### config.mk
export PLATFORM = sky130hd
export DESIGN_NAME = multicycle_control_fsm
export DESIGN_NICKNAME = d
export VERILOG_FILES = /design/src/rtl/multicycle_control_fsm.sv
export SDC_FILE = /design/constraint.sdc
export NUM_CORES = 1
export LEC_CHECK = 0
export BUFFER_PORTS_ARGS = -buffer_cell sky130_fd_sc_hd__buf_2
export CORE_UTILIZATION = 55
export DETAILED_ROUTE_END_ITERATION = 6
export PLACE_DENSITY = 0.83
export SETUP_SLACK_MARGIN = 0.5
export SLEW_MARGIN = 0
export SYNTH_ARGS = -nofsm -noshare
export SYNTH_HDL_FRONTEND = slang
export SYNTH_SLANG_ARGS = --single-unit
### constraint.sdc
create_clock -name clk_i -period 5.5 [get_ports clk_i]
set_input_delay 1.1 -clock clk_i [delete_from_list [all_inputs] [get_ports clk_i]]
set_output_delay 1.1 -clock clk_i [all_outputs]
set_load 0.005 [all_outputs]
### src/rtl/multicycle_control_fsm.sv
// Multicycle RV32I control unit: one FSM sequences fetch/decode/execute/memory/writeback
// and drives the shared datapath selects, write enables, trap flag and retired counter.
module multicycle_control_fsm #(
   parameter int ALU_CTRL_W    = 3,
   parameter int MEM_HANDSHAKE = 1,
   parameter int SUPPORT_BNE   = 1,
   parameter int PERF_CNT_W    = 32
) (
   input  logic                  clk_i,
   input  logic                  rst_n_i,
   input  logic [6:0]            op_i,
   input  logic [2:0]            funct3_i,
   input  logic                  funct7_b5_i,
   input  logic                  zero_i,
   input  logic                  mem_ready_i,
   output logic                  mem_req_o,
   output logic                  mem_write_o,
   output logic                  adr_src_o,
   output logic                  ir_write_o,
   output logic                  pc_write_o,
   output logic [1:0]            alu_src_a_o,
   output logic [1:0]            alu_src_b_o,
   output logic [ALU_CTRL_W-1:0] alu_control_o,
   output logic [1:0]            imm_src_o,
   output logic [1:0]            result_src_o,
   output logic                  reg_write_o,
   output logic                  byte_address_o,
   output logic                  illegal_o,
   output logic [PERF_CNT_W-1:0] retired_cnt_o
);

   typedef enum logic [3:0] {
      FETCH, DECODE, MEMADR, MEMREAD, MEMWB, MEMWRITE,
      EXECR, EXECI, ALUWB, JAL, BRANCH, TRAP
   } state_t;

   state_t                state, state_nxt;
   logic                  ready, retire, bne_sel;
   logic [2:0]            funct_alu;
   logic [PERF_CNT_W-1:0] retired_cnt;

   assign ready   = (MEM_HANDSHAKE != 0) ? mem_ready_i : 1'b1;
   assign bne_sel = (SUPPORT_BNE != 0) && (funct3_i == 3'b001);

   always_ff @(posedge clk_i) begin
      if (!rst_n_i) begin
         state       <= FETCH;
         retired_cnt <= '0;
      end else begin
         state <= state_nxt;
         if (retire) retired_cnt <= retired_cnt + PERF_CNT_W'(1);
      end
   end

   always_comb begin
      state_nxt = state;
      case (state)
         FETCH:    if (ready) state_nxt = DECODE;
         DECODE: begin
            case (op_i)
               7'b0000011, 7'b0100011: state_nxt = MEMADR;
               7'b0110011:             state_nxt = EXECR;
               7'b0010011:             state_nxt = EXECI;
               7'b1101111:             state_nxt = JAL;
               7'b1100011:             state_nxt = BRANCH;
               default:                state_nxt = TRAP;
            endcase
         end
         MEMADR:   state_nxt = op_i[5] ? MEMWRITE : MEMREAD;
         MEMREAD:  if (ready) state_nxt = MEMWB;
         MEMWB:    state_nxt = FETCH;
         MEMWRITE: if (ready) state_nxt = FETCH;
         EXECR:    state_nxt = ALUWB;
         EXECI:    state_nxt = ALUWB;
         ALUWB:    state_nxt = FETCH;
         JAL:      state_nxt = ALUWB;
         BRANCH:   state_nxt = FETCH;
         TRAP:     state_nxt = TRAP;
         default:  state_nxt = FETCH;
      endcase
   end

   // Any transition back into FETCH from a terminal state retires the instruction.
   always_comb begin
      retire = 1'b0;
      case (state)
         MEMWB, ALUWB, BRANCH: retire = 1'b1;
         MEMWRITE:             retire = ready;
         default:              retire = 1'b0;
      endcase
   end

   // Only R-type (op[5]=1) may select sub; addi with instr[30] set stays add.
   always_comb begin
      funct_alu = 3'b000;
      case (funct3_i)
         3'b000:  if (funct7_b5_i && op_i[5]) funct_alu = 3'b001;
         3'b010:  funct_alu = 3'b101;
         3'b100:  funct_alu = 3'b100;
         3'b110:  funct_alu = 3'b011;
         3'b111:  funct_alu = 3'b010;
         default: funct_alu = 3'b000;
      endcase
   end

   always_comb begin
      mem_req_o      = 1'b0;
      mem_write_o    = 1'b0;
      adr_src_o      = 1'b0;
      ir_write_o     = 1'b0;
      pc_write_o     = 1'b0;
      alu_src_a_o    = 2'b00;
      alu_src_b_o    = 2'b00;
      alu_control_o  = '0;
      imm_src_o      = 2'b00;
      result_src_o   = 2'b00;
      reg_write_o    = 1'b0;
      byte_address_o = 1'b0;
      illegal_o      = 1'b0;
      retired_cnt_o  = '0;
      if (rst_n_i) begin
         retired_cnt_o = retired_cnt;
         case (op_i)
            7'b0100011: imm_src_o = 2'b01;
            7'b1100011: imm_src_o = 2'b10;
            7'b1101111: imm_src_o = 2'b11;
            default:    imm_src_o = 2'b00;
         endcase
         case (state)
            FETCH: begin
               mem_req_o    = 1'b1;
               alu_src_b_o  = 2'b10;
               result_src_o = 2'b10;
               ir_write_o   = ready;
               pc_write_o   = ready;
            end
            DECODE: begin
               alu_src_a_o = 2'b01;
               alu_src_b_o = 2'b01;
            end
            MEMADR: begin
               alu_src_a_o = 2'b10;
               alu_src_b_o = 2'b01;
            end
            MEMREAD: begin
               mem_req_o      = 1'b1;
               adr_src_o      = 1'b1;
               byte_address_o = (funct3_i == 3'b000);
            end
            MEMWB: begin
               result_src_o   = 2'b01;
               reg_write_o    = 1'b1;
               byte_address_o = (funct3_i == 3'b000);
            end
            MEMWRITE: begin
               mem_req_o      = 1'b1;
               mem_write_o    = 1'b1;
               adr_src_o      = 1'b1;
               byte_address_o = (funct3_i == 3'b000);
            end
            EXECR: begin
               alu_src_a_o   = 2'b10;
               alu_control_o = ALU_CTRL_W'(funct_alu);
            end
            EXECI: begin
               alu_src_a_o   = 2'b10;
               alu_src_b_o   = 2'b01;
               alu_control_o = ALU_CTRL_W'(funct_alu);
            end
            ALUWB: reg_write_o = 1'b1;
            JAL: begin
               alu_src_a_o = 2'b01;
               alu_src_b_o = 2'b10;
               pc_write_o  = 1'b1;
            end
            BRANCH: begin
               alu_src_a_o   = 2'b10;
               alu_control_o = ALU_CTRL_W'(3'b001);
               pc_write_o    = zero_i ^ bne_sel;
            end
            TRAP:    illegal_o = 1'b1;
            default: ;
         endcase
      end
   end

endmodule

## Word level (Yosys, flattened, before mapping)

Index checks and enable logic that the tools add are counted.

| storage, ports and cells | value |
|---|---|
| register bits after elaboration | 36 |
| logic and storage cells | 81 |
| output and inout bits | 51 |

| cells by class | value |
|---|---|
| bitwise gates (word level) | 1 |
| reductions and logical operators | 16 |
| muxes and demuxes | 36 |
| $add $sub $neg | 1 |
| equality and inequality tests | 25 |

Operators by type and width:

| kind | count |
|---|---|
| adder 32 x 1 -> 32 bit, second input constant | 1 |
| two-way mux 32 bit | 1 |
| one-hot mux 4 bit (7 select lines) | 1 |
| one-hot mux 4 bit (5 select lines) | 1 |
| equality test 4 x 3 -> 1 bit, second input constant | 4 |
| equality test 4 bit, second input constant | 4 |
| two-way mux 1 bit | 16 |
| one-hot mux 3 bit (5 select lines) | 1 |
| OR reduction 3 bit | 5 |
| equality test 7 x 6 -> 1 bit, second input constant | 2 |
| equality test 7 bit, second input constant | 2 |
| two-way mux 4 bit | 3 |
| one-hot mux 2 bit (2 select lines) | 3 |
| OR reduction 2 bit | 6 |
| equality test 3 bit, second input constant | 3 |
| equality test 4 x 2 -> 1 bit, second input constant | 2 |
| two-way mux 2 bit | 4 |
| equality test 7 x 2 -> 1 bit, second input constant | 1 |
| equality test 7 x 5 -> 1 bit, second input constant | 1 |
| two-way mux 3 bit | 2 |
| != test 2 bit, second input constant | 3 |
| one-hot mux 2 bit (3 select lines) | 1 |
| one-hot mux 3 bit (2 select lines) | 1 |
| equality test 4 x 1 -> 1 bit, second input constant | 1 |
| 10 further kinds | 10 |

## Depth between registers and ports, before layout

| logic depth | value |
|---|---|
| depth in word-level cells | 5 |
| mapped depth | 7 |
| mapped depth without buffers | 5 |

## Worst setup path after synthesis

Ideal clock, no wire load.

| timing | value |
|---|---|
| kind | input to output |
| from | in rst_n_i |
| to | out alu_control_o[2] |
| cell stages on the path | 4 |
| data required time | 4.400 ns |
| slack | 2.416 ns |
| path buffers | 2 |
| arrival time | 1.984 ns |
| path through | clkbuf_1 > clkbuf_1 > nand2_1 > nor4_1 |

| between the ends | value |
|---|---|
| longest elaborated chain between the ends | 1 |

RTL lines:

| item | RTL line | RTL |
|---|---|---|
| start, declared | 10 | `input logic rst_n_i,` |
| two-way mux 3 bit | 121 | `if (rst_n_i) begin` |
| end, declared | 23 | `output logic [ALU_CTRL_W-1:0] alu_control_o,` |

Every way passes these cells.

## Final worst setup path

| timing | value |
|---|---|
| from | in rst_n_i |
| to | out mem_req_o |

| between the ends | value |
|---|---|
| longest elaborated chain between the ends | 1 |

RTL lines:

| item | RTL line | RTL |
|---|---|---|
| two-way mux 1 bit | 121 |  |
| end, declared | 16 | `output logic mem_req_o,` |

Every way passes these cells.

==> results_tabular.tex <==
\begin{tabular}{lr}
\hline
Metric & Value \\
\hline
\multicolumn{2}{l}{\textbf{Timing}} \\
Clock Skews & 0.00622 ns \\
Slew Limit Headroom & 48.9\% \\
Worst Tran Pin Value & 0.765 ns \\
Unrepaired setup endpoints after global routing & no \\
Tcrit/Tclk final & 68.2\% \\
Highest achievable clock rate & 267 MHz \\
Final-report setup violation count & 0 \\
Final Hold Vio Count & 0 \\
Hold slack & 0.512 ns \\
Fin crit period & 3.75 ns \\
Pins Over Slew Limit & 0 \\
Final-layout setup total negative slack & 0 ns \\
\multicolumn{2}{l}{\textbf{Placed design}} \\
Total half-perimeter wirelength after legalization and detailed placement & 3.88 mm \\
Gp weighted congestion & 0.813 \\
Placed Area & 2700 um2 \\
Port bufs & 65 \\
\multicolumn{2}{l}{\textbf{Global route}} \\
GRT Total Usage & 25.5\% \\
Vias in the first global route & 2053 \\
Initial antenna violation count & 0 \\
Wire length of the first global-routing pass & 8.83 mm \\
Largest net degree at the start of global routing & 40 \\
Remaining Overflow, GRT & 0 \\
\multicolumn{2}{l}{\textbf{Logic synthesis}} \\
Unique masters post-synth & 44 \\
Share of the synthesized area in the top cell type & 30.2\% \\
Net count of the mapped netlist & 340 \\
Register area share after synthesis & 30.2\% \\
Syn avg cell area & 7.36 um2 \\
Cells after Synth & 324 \\
Dominant synthesized flop cell & dfxtp\_1 \\
Share of synthesized registers carrying an async set or reset & 0\% \\
Warnings, synthesis & 0 \\
Register bit total from synthesis & 36 \\
Total standard cell area after synthesis & 2380 um2 \\
Post-synth top area cell & dfxtp\_1 \\
Synth top cells by count & nor2\_1 (50), dfxtp\_1 (36), and2\_1 (33) \\
Most common cell in the synthesized netlist & nor2\_1 \\
Number of enable-type register cells in the synthesized netlist & 0 \\
Ranking of synthesized cells by area & dfxtp\_1 (30\%), and2\_1 (8.7\%), nor2\_1 (7.9\%) \\
\multicolumn{2}{l}{\textbf{Power and ir drop}} \\
Pwr Total & 0.679 mW \\
Leak & 1.18 nW \\
Worst supply voltage drop on vdd & 0.182 mV \\
Power density normalized to cell area & 242 nW/um2 \\
\multicolumn{2}{l}{\textbf{CTS}} \\
Post-cts sizing count & 0 \\
Clock latency on the worst-skew pair & 0.29 ns \\
Total number of clock tree sinks & 36 \\
Post-CTS Setup Inserts & 0 \\
H-tree depth & 2 \\
Clock transition at path regs & 0.07 ns \\
Cell at the root of the clock tree & clkbuf\_8 \\
Number of hold buffers added after cts & 0 \\
Number of clock buffers inserted by TritonCTS & 5 \\
Number of buffers on the longest clock path & 2 \\
Clock tree from TritonCTS & yes \\
\multicolumn{2}{l}{\textbf{Finish}} \\
Core utilization of the finished layout & 68.8\% \\
Number of fill cells & 350 \\
Antenna Cells & 0 \\
Layout overhead on the synthesized area & 17.9\% \\
Post-route design area & 2810 um2 \\
Fin nets & 392 \\
Share of cells above drive strength 1 & 22.8\% \\
\multicolumn{2}{l}{\textbf{Floorplanning}} \\
Initial standard-cell utilization of the core & 58.4\% \\
Die outline height & 67.9 um \\
Die area & 4600 um2 \\
Top-level port count & 66 \\
Horiz. Die Dim & 67.9 um \\
Standard-cell rows & 23 \\
Core Region & 4090 um2 \\
\multicolumn{2}{l}{\textbf{Detailed routing}} \\
Overall routed net length & 5.53 mm \\
Final routed wire length divided by cell count & 12.9 um \\
First-iteration detailed-routing DRC count & 170 \\
Detail Route Antenna Nets & 0 \\
DRT Pass-1 Iters & 5 \\
Vias post-DR & 2452 \\
Vias per cell & 5.74 \\
Remaining DRCs & 0 \\
\multicolumn{2}{l}{\textbf{Setup path}} \\
Critical path's largest stage delay & 0.37 ns \\
Reg2Reg Setup Slack & 2.87 ns \\
Slowest stage cell on the critical path & buf\_4 \\
Cell Chain, Critical Path & buf\_2 -> inv\_1 -> buf\_4 -> nor2\_1 -> and3\_1 -> or2\_2 -> buf\_2 \\
Req. time, crit path & 4.40 ns \\
Crit Reg-Reg Endpoint & retired\_cnt[30]\$\_SDFFE\_PN0P\_ \\
Cell repeated most along the worst path & buf\_2 \\
Critical R2R Launch & retired\_cnt[3]\$\_SDFFE\_PN0P\_ \\
Capturing element of the worst setup path & mem\_req\_o \\
Worst setup SP type & input port \\
Reg2reg path depth & 5 \\
Critical path capture point type & primary output \\
Largest fanout on the critical path & 39 \\
Worst Path Arrival & 2.65 ns \\
CP Class & input port to primary output \\
Critical path startpoint & rst\_n\_i \\
\multicolumn{2}{l}{\textbf{Run status}} \\
Run status & completed \\
\multicolumn{2}{l}{\textbf{Job}} \\
Max capacitance violation total & 0 \\
\multicolumn{2}{l}{\textbf{Min path}} \\
Type of the most critical hold path & flop to flop \\
\hline
\end{tabular}
-- metal layers --
metal  track usage (%)  part of all wire (%)
met5                 0                     0
met4              11.7                   1.7
met3              5.17                   5.6
met2              41.5                    47
met1              32.3                    46
-- cells by family (layout without fill, tap and decap cells) --
logic type / count (synthesis) / after routing / share of synthesized area (%)
adder cells (fa/ha/maj): 1 / 1 / 0.525
flip-flops: 36 / 36 / 30.2
buffers and inverters: 32 / 85 / 5.09
multiplexers: 8 / 8 / 3.93
AO/OA/AOI/OAI: 32 / 32 / 8.92
AND/OR/NAND/NOR: 186 / 186 / 40.7
XOR/XNOR: 29 / 29 / 10.7
-- flip-flops by register name, indices dropped and copies added (netlist names) --
name         cells
retired_cnt     32
state            4
-- power breakdown --
group	leakage, nW	switching (mW)	internal (mW)
clock network	0.0552	0.0939	0.134
logic	0.839	0.0805	0.0657
registers	0.290	0.0360	0.269
-- cell type report --
cell class,count,area [um2],share of cell area [%]
timing repair buffer,67,340,12.1
inverter,10,37.5,1.34
multi-input combinational,256,1540,54.9
sequential,36,721,25.6
clock buffer,6,72.6,2.58
clock inverter,2,35.0,1.25
tap,50,62.6,2.23
-- worst min-delay path by stage --
stage,startpoint,endpoint,slack (ns),depth (start not counted)
floorplan,retired_cnt[1]$_SDFFE_PN0P_,retired_cnt[1]$_SDFFE_PN0P_,0.47,2
global placement,retired_cnt[29]$_SDFFE_PN0P_,retired_cnt[29]$_SDFFE_PN0P_,0.49,2
detailed placement,retired_cnt[29]$_SDFFE_PN0P_,retired_cnt[29]$_SDFFE_PN0P_,0.50,2
CTS,retired_cnt[1]$_SDFFE_PN0P_,retired_cnt[1]$_SDFFE_PN0P_,0.51,2
global route,retired_cnt[29]$_SDFFE_PN0P_,retired_cnt[29]$_SDFFE_PN0P_,0.53,2
finish,retired_cnt[1]$_SDFFE_PN0P_,retired_cnt[1]$_SDFFE_PN0P_,0.51,2
-- per-stage QoR --
stage | instances | setup WS (ns)
floorplan | 324 | 2.42
global placement | 419 | 1.80
detailed placement | 419 | 1.76
CTS | 427 | 1.75
global route | 427 | 1.62
finish | 427 | 1.75
-- layout by cell type, fill, tap and decap left out, types with 8 or more instances in the layout --
| master | Yosys | routed |
|---|---|---|
| nand2_1 | 22 | 22 |
| buf_2 | 1 | 65 |
| nor4_1 | 13 | 13 |
| and2_1 | 33 | 33 |
| nor2_1 | 50 | 50 |
| dfxtp_1 | 36 | 36 |
| xnor2_1 | 20 | 20 |
| o21ai_0 | 8 | 8 |
| xor2_1 | 9 | 9 |
| nand4_1 | 11 | 11 |
| nor3_1 | 14 | 14 |
| nand3_1 | 17 | 17 |
| inv_1 | 10 | 10 |
-- worst max-delay path: cells and delay by family --
| kind | cells | cell delay, ns |
|---|---|---|
| buffers and inverters | 4 | 0.97 |
| and+or+nand+nor | 3 | 0.56 |
Power figures use the tool's default switching activity.
